[src/rtl/dec_3to8_if.sv]
// Select/enable inputs and one-hot decoder outputs for dec_3to8.
// Optional macro DEC_3TO8_VLD_EN adds the registered 'vld' output.
interface dec_3to8_if;
    logic a;
    logic b;
    logic c;
    logic in;
    logic d0;
    logic d1;
    logic d2;
    logic d3;
    logic d4;
    logic d5;
    logic d6;
    logic d7;
`ifdef DEC_3TO8_VLD_EN
    logic vld;

    modport master (
        output a, b, c, in,
        input  d0, d1, d2, d3, d4, d5, d6, d7, vld
    );
    modport slave (
        input  a, b, c, in,
        output d0, d1, d2, d3, d4, d5, d6, d7, vld
    );
`else
    modport master (
        output a, b, c, in,
        input  d0, d1, d2, d3, d4, d5, d6, d7
    );
    modport slave (
        input  a, b, c, in,
        output d0, d1, d2, d3, d4, d5, d6, d7
    );
`endif
endinterface

[src/rtl/dec_3to8.sv]
// 3-to-8 decoder with active-high enable and flopped one-hot outputs.
// Optional macro DEC_3TO8_VLD_EN adds 'vld', a registered copy of the enable.
module dec_3to8 (
    input  logic        clk,
    input  logic        rst,
    dec_3to8_if.slave   bus
);

    logic [2:0] sel_s;
    logic [7:0] dec_s;
    logic [7:0] dec_r;

    // Decode the select into a one-hot word, gated by the enable.
    always_comb begin
        sel_s = {bus.a, bus.b, bus.c};
        dec_s = 8'h00;
        if (bus.in) begin
            case (sel_s)
                3'd0:    dec_s = 8'h01;
                3'd1:    dec_s = 8'h02;
                3'd2:    dec_s = 8'h04;
                3'd3:    dec_s = 8'h08;
                3'd4:    dec_s = 8'h10;
                3'd5:    dec_s = 8'h20;
                3'd6:    dec_s = 8'h40;
                3'd7:    dec_s = 8'h80;
                default: dec_s = 8'h00;
            endcase
        end else begin
            dec_s = 8'h00;
        end
    end

    // Output flops; reset clears them without waiting for a clock.
    always_ff @(posedge clk or posedge rst) begin
        if (rst) begin
            dec_r <= 8'h00;
        end else begin
            dec_r <= dec_s;
        end
    end

    assign bus.d0 = dec_r[0];
    assign bus.d1 = dec_r[1];
    assign bus.d2 = dec_r[2];
    assign bus.d3 = dec_r[3];
    assign bus.d4 = dec_r[4];
    assign bus.d5 = dec_r[5];
    assign bus.d6 = dec_r[6];
    assign bus.d7 = dec_r[7];

`ifdef DEC_3TO8_VLD_EN
    logic vld_r;

    // Enable delayed alongside the decoded word so vld marks a one-hot output.
    always_ff @(posedge clk or posedge rst) begin
        if (rst) begin
            vld_r <= 1'b0;
        end else begin
            vld_r <= bus.in;
        end
    end

    assign bus.vld = vld_r;
`endif

endmodule

[src/flat_wrapper.sv]
// flat-port wrapper written by rule: the top's interface ports become plain ports
module dec_3to8_flat 
  (clk, rst, bus_a, bus_b, bus_c, bus_in, bus_d0, bus_d1, bus_d2, bus_d3, bus_d4, bus_d5, bus_d6, bus_d7);
  dec_3to8_if bus_i ();
  input  logic clk;
  input  logic rst;
  input wire logic [$bits(bus_i.a)-1:0] bus_a;
  input wire logic [$bits(bus_i.b)-1:0] bus_b;
  input wire logic [$bits(bus_i.c)-1:0] bus_c;
  input wire logic [$bits(bus_i.in)-1:0] bus_in;
  output wire logic [$bits(bus_i.d0)-1:0] bus_d0;
  output wire logic [$bits(bus_i.d1)-1:0] bus_d1;
  output wire logic [$bits(bus_i.d2)-1:0] bus_d2;
  output wire logic [$bits(bus_i.d3)-1:0] bus_d3;
  output wire logic [$bits(bus_i.d4)-1:0] bus_d4;
  output wire logic [$bits(bus_i.d5)-1:0] bus_d5;
  output wire logic [$bits(bus_i.d6)-1:0] bus_d6;
  output wire logic [$bits(bus_i.d7)-1:0] bus_d7;
  assign bus_i.a = bus_a;
  assign bus_i.b = bus_b;
  assign bus_i.c = bus_c;
  assign bus_i.in = bus_in;
  assign bus_d0 = bus_i.d0;
  assign bus_d1 = bus_i.d1;
  assign bus_d2 = bus_i.d2;
  assign bus_d3 = bus_i.d3;
  assign bus_d4 = bus_i.d4;
  assign bus_d5 = bus_i.d5;
  assign bus_d6 = bus_i.d6;
  assign bus_d7 = bus_i.d7;
  dec_3to8 u_core (.clk(clk), .rst(rst), .bus(bus_i));
endmodule
[config.mk]
export PLATFORM = sky130hd
export DESIGN_NAME = dec_3to8_flat
export DESIGN_NICKNAME = d
export VERILOG_FILES = /design/src/rtl/dec_3to8_if.sv /design/src/rtl/dec_3to8.sv /design/src/flat_wrapper.sv
export SDC_FILE = /design/constraint.sdc
export NUM_CORES = 1
export LEC_CHECK = 0
export CORE_AREA = 3 3 40 42
export DETAILED_ROUTE_END_ITERATION = 6
export DIE_AREA = 0 0 43 45
export HOLD_SLACK_MARGIN = 0.08
export PLACE_DENSITY = 0.46
export SLEW_MARGIN = 20
export SYNTH_ARGS = -nofsm -noshare
export SYNTH_HDL_FRONTEND = slang
export SYNTH_SLANG_ARGS = --single-unit
[constraint.sdc]
create_clock -name clk -period 0.8 [get_ports clk]
set_input_delay 0.08 -clock clk [delete_from_list [all_inputs] [get_ports clk]]
set_output_delay 0.08 -clock clk [all_outputs]
set_load 0.02 [all_outputs]
==> summary.md, run 1 <==
| Metric | Value |
|---|---|
| Static leakage | `0.2586 nW` |
| Reg clk slew, reported paths | `0.05 ns` |
| Logic pwr share | `12.1%` |
| Fin nets | `41` |
| Clock share of power | `35.4%` |
| CTS sink cnt | `8` |
| Critical Path End Type | `output port` |
| Crit path largest cell delay | `0.37 ns` |
| Min Tclk post-route | `0.8195 ns` |
| Seq cells post-synth | `8` |
| Flop pwr share | `52.6%` |
| Non-filler cells, final | `48` |
| Largest family of logic cells by synthesized area | `simple AND/OR/NAND/NOR gates` |
| Core Rows | `13` |
| Placed Cells | `45` |
| Routability cong. | `0.6526` |
| Hold Path Class | `primary input to async pin` |
| Core ar. | `1285 um^2` |
| Top delay family on crit path | `flip-flops` |
| Top cell type's share of synthesized area | `66.67%` |
| Starting density of the core | `23.37%` |
| Initial antenna violation count | `0` |
| Post-Synth XOR/XNOR Area | `0%` |
| Largest net degree at the start of global routing | `9` |
| Via density | `4.354` |
| Worst path arrival time | `0.74 ns` |
| Total gr overflow | `0` |
| TritonCTS Buffers | `3` |
| Critical Path RT | `0.72 ns` |
| Final hold violations | `0` |
| Die Span Y | `45 um` |
| Mapped Avg Cell Area | `17.66 um^2` |
| Most frequent cells in the layout | `8 x buf_6, 8 x dfrtp_1` |
| Setup Viol. Count Final | `8` |
| Final Slew Violations | `0` |
| Peak VDD IR | `0.0004468 V` |
| Synth area leader | `dfrtp_1` |
| Failing checks | `setup timing` |
| Post-CTS Setup Inserts | `0` |
| Yosys warnings | `0` |
| Chip width | `43 um` |
| Crit. path cell count | `1` |
| Drt initial violations | `1` |
| GR Util All Layers | `7.161%` |
| DR vias | `209` |
| Die ar. | `1935 um^2` |
| Fillcell total | `131` |
| Worst setup margin | `-0.01951 ns` |
| DR DRC count | `0` |
| Max reg flops | `8` |
| Ports | `14` |
| Wire length per cell | `10.42 um` |
| Root buffer cell | `clkbuf_4` |
| Seq/Total Area, Yosys | `66.67%` |
| Crit-path slowest cell | `dfrtp_1` |
| CTS tree | `yes` |
| Synth Instances | `17` |
| Run status | `finished with violations` |
| Post-Syn Nets | `23` |
| Crit path buf inv count | `1` |
| Max Cap Violations | `0` |
| Number of global-route vias before repair | `222` |
| Buffers added on ports | `13` |
| Mapped Area | `300.3 um^2` |
| Crit Path Max Fanout | `1` |
| Fmax | `1.220 GHz` |
| Final period utilization | `102.4%` |
| Final antenna-violating net count | `0` |
| Area Overhead vs Synth | `62.92%` |
| Worst Setup Path Type | `flip-flop to output port` |
| Synthesized-area fraction occupied by adder cells | `0%` |
| Routed wire length | `500 um` |
| Internal Power | `0.6389 mW` |
| DR pass1 iterations | `2` |
| Largest regs | `u_core.dec_r: 8 flops` |
| Complex-gate fraction of the synthesized area | `0%` |
| Share of layout cells above drive strength 1 | `57.58%` |
| Crit path launch type | `flip-flop` |
| RSZ-0062 raised after global routing | `yes` |
| Worst hold slack | `0.07291 ns` |
| PwrDens | `1635 nW/um^2` |
| Most flops, register | `u_core.dec_r` |
| Synth area leaders | `dfrtp_1 67%, and4bb_2 13%, and4b_2 11%` |
| CP cell instances | `buf_6` |
| Worst-Margin Slew | `0.2739 ns` |
| Sw Pwr | `0.1611 mW` |
| # H-tree levels | `1` |
| Max-slew headroom | `81.72%` |
| Switching share of power | `20.14%` |
| Mux share of post-synthesis cell area | `0%` |
| Max clock buf depth | `2` |
| Simple-Gate Fraction of Synth Area | `32.08%` |
| Post-synth cell types | `6` |
| Antenna diodes | `0` |
| First-pass GRT wire length | `890 um` |
stage by stage:
step	TNS (ns)	instance area, um^2	worst slack [ns]	utilization (%)	power, mW
finish	-0.1294	489.2	-0.01951	38.07	0.8000
floorplan	0	300.3	0.3040	-	0.4606
CTS	-0.2364	481.7	-0.03413	37.49	0.8206
detailed placement	-3.287	449.2	-0.2543	34.96	0.5223
global route	-0.4162	489.2	-0.05848	38.07	0.8489
global placement	-3.143	449.2	-0.2405	34.96	0.5206
power groups by stage:
| stage | Sequential, mW | Combinational [mW] | Clock (mW) |
|---|---|---|---|
| after floorplan | 0.439 | 0.0220 | 0 |
| after detailed placement | 0.425 | 0.0976 | 0 |
| after global placement | 0.424 | 0.0963 | 0 |
| after global routing | 0.421 | 0.106 | 0.322 |
| final | 0.420 | 0.0968 | 0.283 |
| after CTS | 0.420 | 0.100 | 0.300 |
final timing paths:
check / startpoint / endpoint / slack (ns)
setup / recovery: u_core.dec_r[3]$_DFF_PP0_ / bus_d3 / -0.02
hold / removal: rst / u_core.dec_r[7]$_DFF_PP0_ / 0.07
max in group asynchronous: rst / u_core.dec_r[0]$_DFF_PP0_ / 0.51
min in group clk: bus_a / u_core.dec_r[0]$_DFF_PP0_ / 0.16
kinds of logic after synthesis:
logic type	Yosys count
flip-flops	8
AND/OR/NAND/NOR	8
buffers and inverters	1
metal layers:
metal / track usage (%) / vias up / share of wire (%)
met2: 8.383 / 12 / 47
li1: - / 99 / -
met4: 12.65 / 0 / 3.8
met1: 7.232 / 96 / 38
met3: 2.789 / 2 / 11
met5: 0 / - / 0
area by class of cell:
type / instances / area (um^2) / area share (%)
inverter: 1 / 3.754 / 0.7673
tap: 15 / 18.77 / 3.836
multi-input combinational: 8 / 96.34 / 19.69
clock buffer: 3 / 22.52 / 4.604
timing repair buffer: 13 / 147.6 / 30.18
sequential: 8 / 200.2 / 40.92
what timing repair did:
action,CTS,global route
endpoints found under the setup margin,8,14
resized for setup,48,3
endpoints found under the hold margin,8,0
synthesized netlist by cell type:
cell      count
inv_1         1
nor4b_2       1
dfrtp_1       8
and4_2        1
and4bb_2      3
and4b_2       3
(Power assumes the default switching activity.)
==> run 2: changes to the inputs <==
--- a/config.mk
+++ b/config.mk
@@ -9,7 +9,7 @@
 export DETAILED_ROUTE_END_ITERATION = 6
 export DIE_AREA = 0 0 43 45
 export HOLD_SLACK_MARGIN = 0.08
-export PLACE_DENSITY = 0.46
+export PLACE_DENSITY = 0.48
 export SLEW_MARGIN = 20
 export SYNTH_ARGS = -nofsm -noshare
 export SYNTH_HDL_FRONTEND = slang
==> summary.md, run 2 (synthesis results as in run 1) <==
| Metric | Value |
|---|---|
| Run status | `finished with violations` |
| Failing checks | `setup timing` |
| Crit path largest cell delay | `0.37 ns` |
| Crit path launch type | `flip-flop` |
| Peak VDD IR | `0.0005628 V` |
| Critical Path End Type | `output port` |
| Hold Path Class | `primary input to async pin` |
| Initial antenna violation count | `0` |
| Share of layout cells above drive strength 1 | `57.58%` |
| Final antenna-violating net count | `0` |
| Wire length per cell | `11.13 um` |
| Non-filler cells, final | `48` |
| Fillcell total | `126` |
| Number of global-route vias before repair | `215` |
| Setup Viol. Count Final | `8` |
| Max-slew headroom | `81.61%` |
| TritonCTS Buffers | `3` |
| Max reg flops | `8` |
| Final Slew Violations | `0` |
| Post-place instance area | `449.2 um^2` |
| CP cell instances | `buf_6` |
| Crit-path slowest cell | `dfrtp_1` |
| HPWL after DPL | `423.1 um` |
| Chip width | `43 um` |
| Static leakage | `0.2508 nW` |
| Routed wire length | `534 um` |
| Most frequent cells in the layout | `8 x buf_6, 8 x dfrtp_1, 3 x and4b_2, 3 x and4bb_2, 3 x clkbuf_4` |
| Crit Path Max Fanout | `1` |
| Largest regs | `u_core.dec_r: 8 flops` |
| RSZ-0062 raised after global routing | `yes` |
| Top delay family on crit path | `flip-flops` |
| Via density | `4.229` |
| Placed Cells | `45` |
| Core ar. | `1285 um^2` |
| Most flops, register | `u_core.dec_r` |
| Crit path buf inv count | `1` |
| Routability cong. | `0.6535` |
| CP Launch Point | `u_core.dec_r[2]$_DFF_PP0_` |
| Starting density of the core | `23.37%` |
| Buffers added on ports | `13` |
| Core Rows | `13` |
| Critical Path RT | `0.72 ns` |
| Area Overhead vs Synth | `61.67%` |
| Die ar. | `1935 um^2` |
| Ports | `14` |
| Worst-Margin Slew | `0.2755 ns` |
| DR pass1 iterations | `2` |
| Crit. path cell count | `1` |
| Min Tclk post-route | `0.8285 ns` |
| GR Util All Layers | `7.666%` |
| Design area | `485.5 um^2` |
| DR vias | `203` |
| CTS sink cnt | `8` |
| Final period utilization | `103.6%` |
| # H-tree levels | `1` |
| Largest net degree at the start of global routing | `9` |
| Max clock buf depth | `2` |
| Setup_tns | `-0.1691 ns` |
| Reg clk slew, reported paths | `0.05 ns` |
| CTS tree | `yes` |
| Antenna diodes | `0` |
| Post-CTS Setup Inserts | `0` |
| DR DRC count | `0` |
| Fin nets | `41` |
| Die Span Y | `45 um` |
| Worst Setup EP | `bus_d2` |
| First-pass GRT wire length | `993 um` |
| Worst path arrival time | `0.75 ns` |
| Fmax | `1.207 GHz` |
| Drt initial violations | `1` |
| Total gr overflow | `0` |
| Worst Setup Path Type | `flip-flop to output port` |
| Max Cap Violations | `0` |
| Root buffer cell | `clkbuf_4` |
| Worst setup margin | `-0.02854 ns` |
| Final hold violations | `0` |
| PwrDens | `1665 nW/um^2` |
-- run 2: layout make-up --
class	instances	area [um^2]	area share, %
sequential	8	200.2	41.24
timing repair buffer	13	143.9	29.64
multi-input combinational	8	96.34	19.85
clock buffer	3	22.52	4.639
tap	15	18.77	3.866
inverter	1	3.754	0.7732
-- run 2: worst min-delay path by stage --
stage | startpoint | endpoint | slack (ns) | cells after the start
after floorplan | rst | u_core.dec_r[0]$_DFF_PP0_ | -0.10 | 1
after global placement | rst | u_core.dec_r[0]$_DFF_PP0_ | 0.33 | 2
after detailed placement | rst | u_core.dec_r[0]$_DFF_PP0_ | 0.34 | 2
after CTS | rst | u_core.dec_r[0]$_DFF_PP0_ | 0.08 | 2
after global routing | rst | u_core.dec_r[7]$_DFF_PP0_ | 0.08 | 2
final | rst | u_core.dec_r[0]$_DFF_PP0_ | 0.07 | 2
-- run 2: routing by layer --
metal  vias up  wire, um  track usage, %
met4         0        16           10.84
met5         -         0               0
met2        12       232           9.581
li1         98         -               -
met3         2        41           1.195
met1        91       244           9.476
-- run 2: where the power goes --
part	switching, mW	internal [mW]	leakage [nW]	total [mW]
sequential	0.00458	0.416	0.110	0.420
clock	0.121	0.171	0.0138	0.292
combinational	0.0448	0.0517	0.127	0.0965
total	0.171	0.638	0.251	0.808
-- run 2: repair_timing --
| item | 4_1_cts | 5_1_grt |
|---|---|---|
| endpoints found under the setup margin | 10 | 14 |
| resized for setup | 49 | 2 |
| endpoints found under the hold margin | 8 | 0 |
| gates cloned | 0 | 0 |
-- run 2: per-stage QoR --
step | setup slack, ns | util, % | power (mW) | hold WS, ns
6_report | -0.02854 | 37.78 | 0.8084 | 0.07079
5_1_grt | -0.06948 | 37.78 | 0.8659 | 0.08269
4_1_cts | -0.04345 | 37.39 | 0.8258 | 0.07593
3_5_place_dp | -0.2722 | 34.96 | 0.5239 | 0.3360
3_3_place_gp | -0.2418 | 34.96 | 0.5207 | 0.3336
2_1_floorplan | 0.3040 | - | 0.4606 | -0.1043
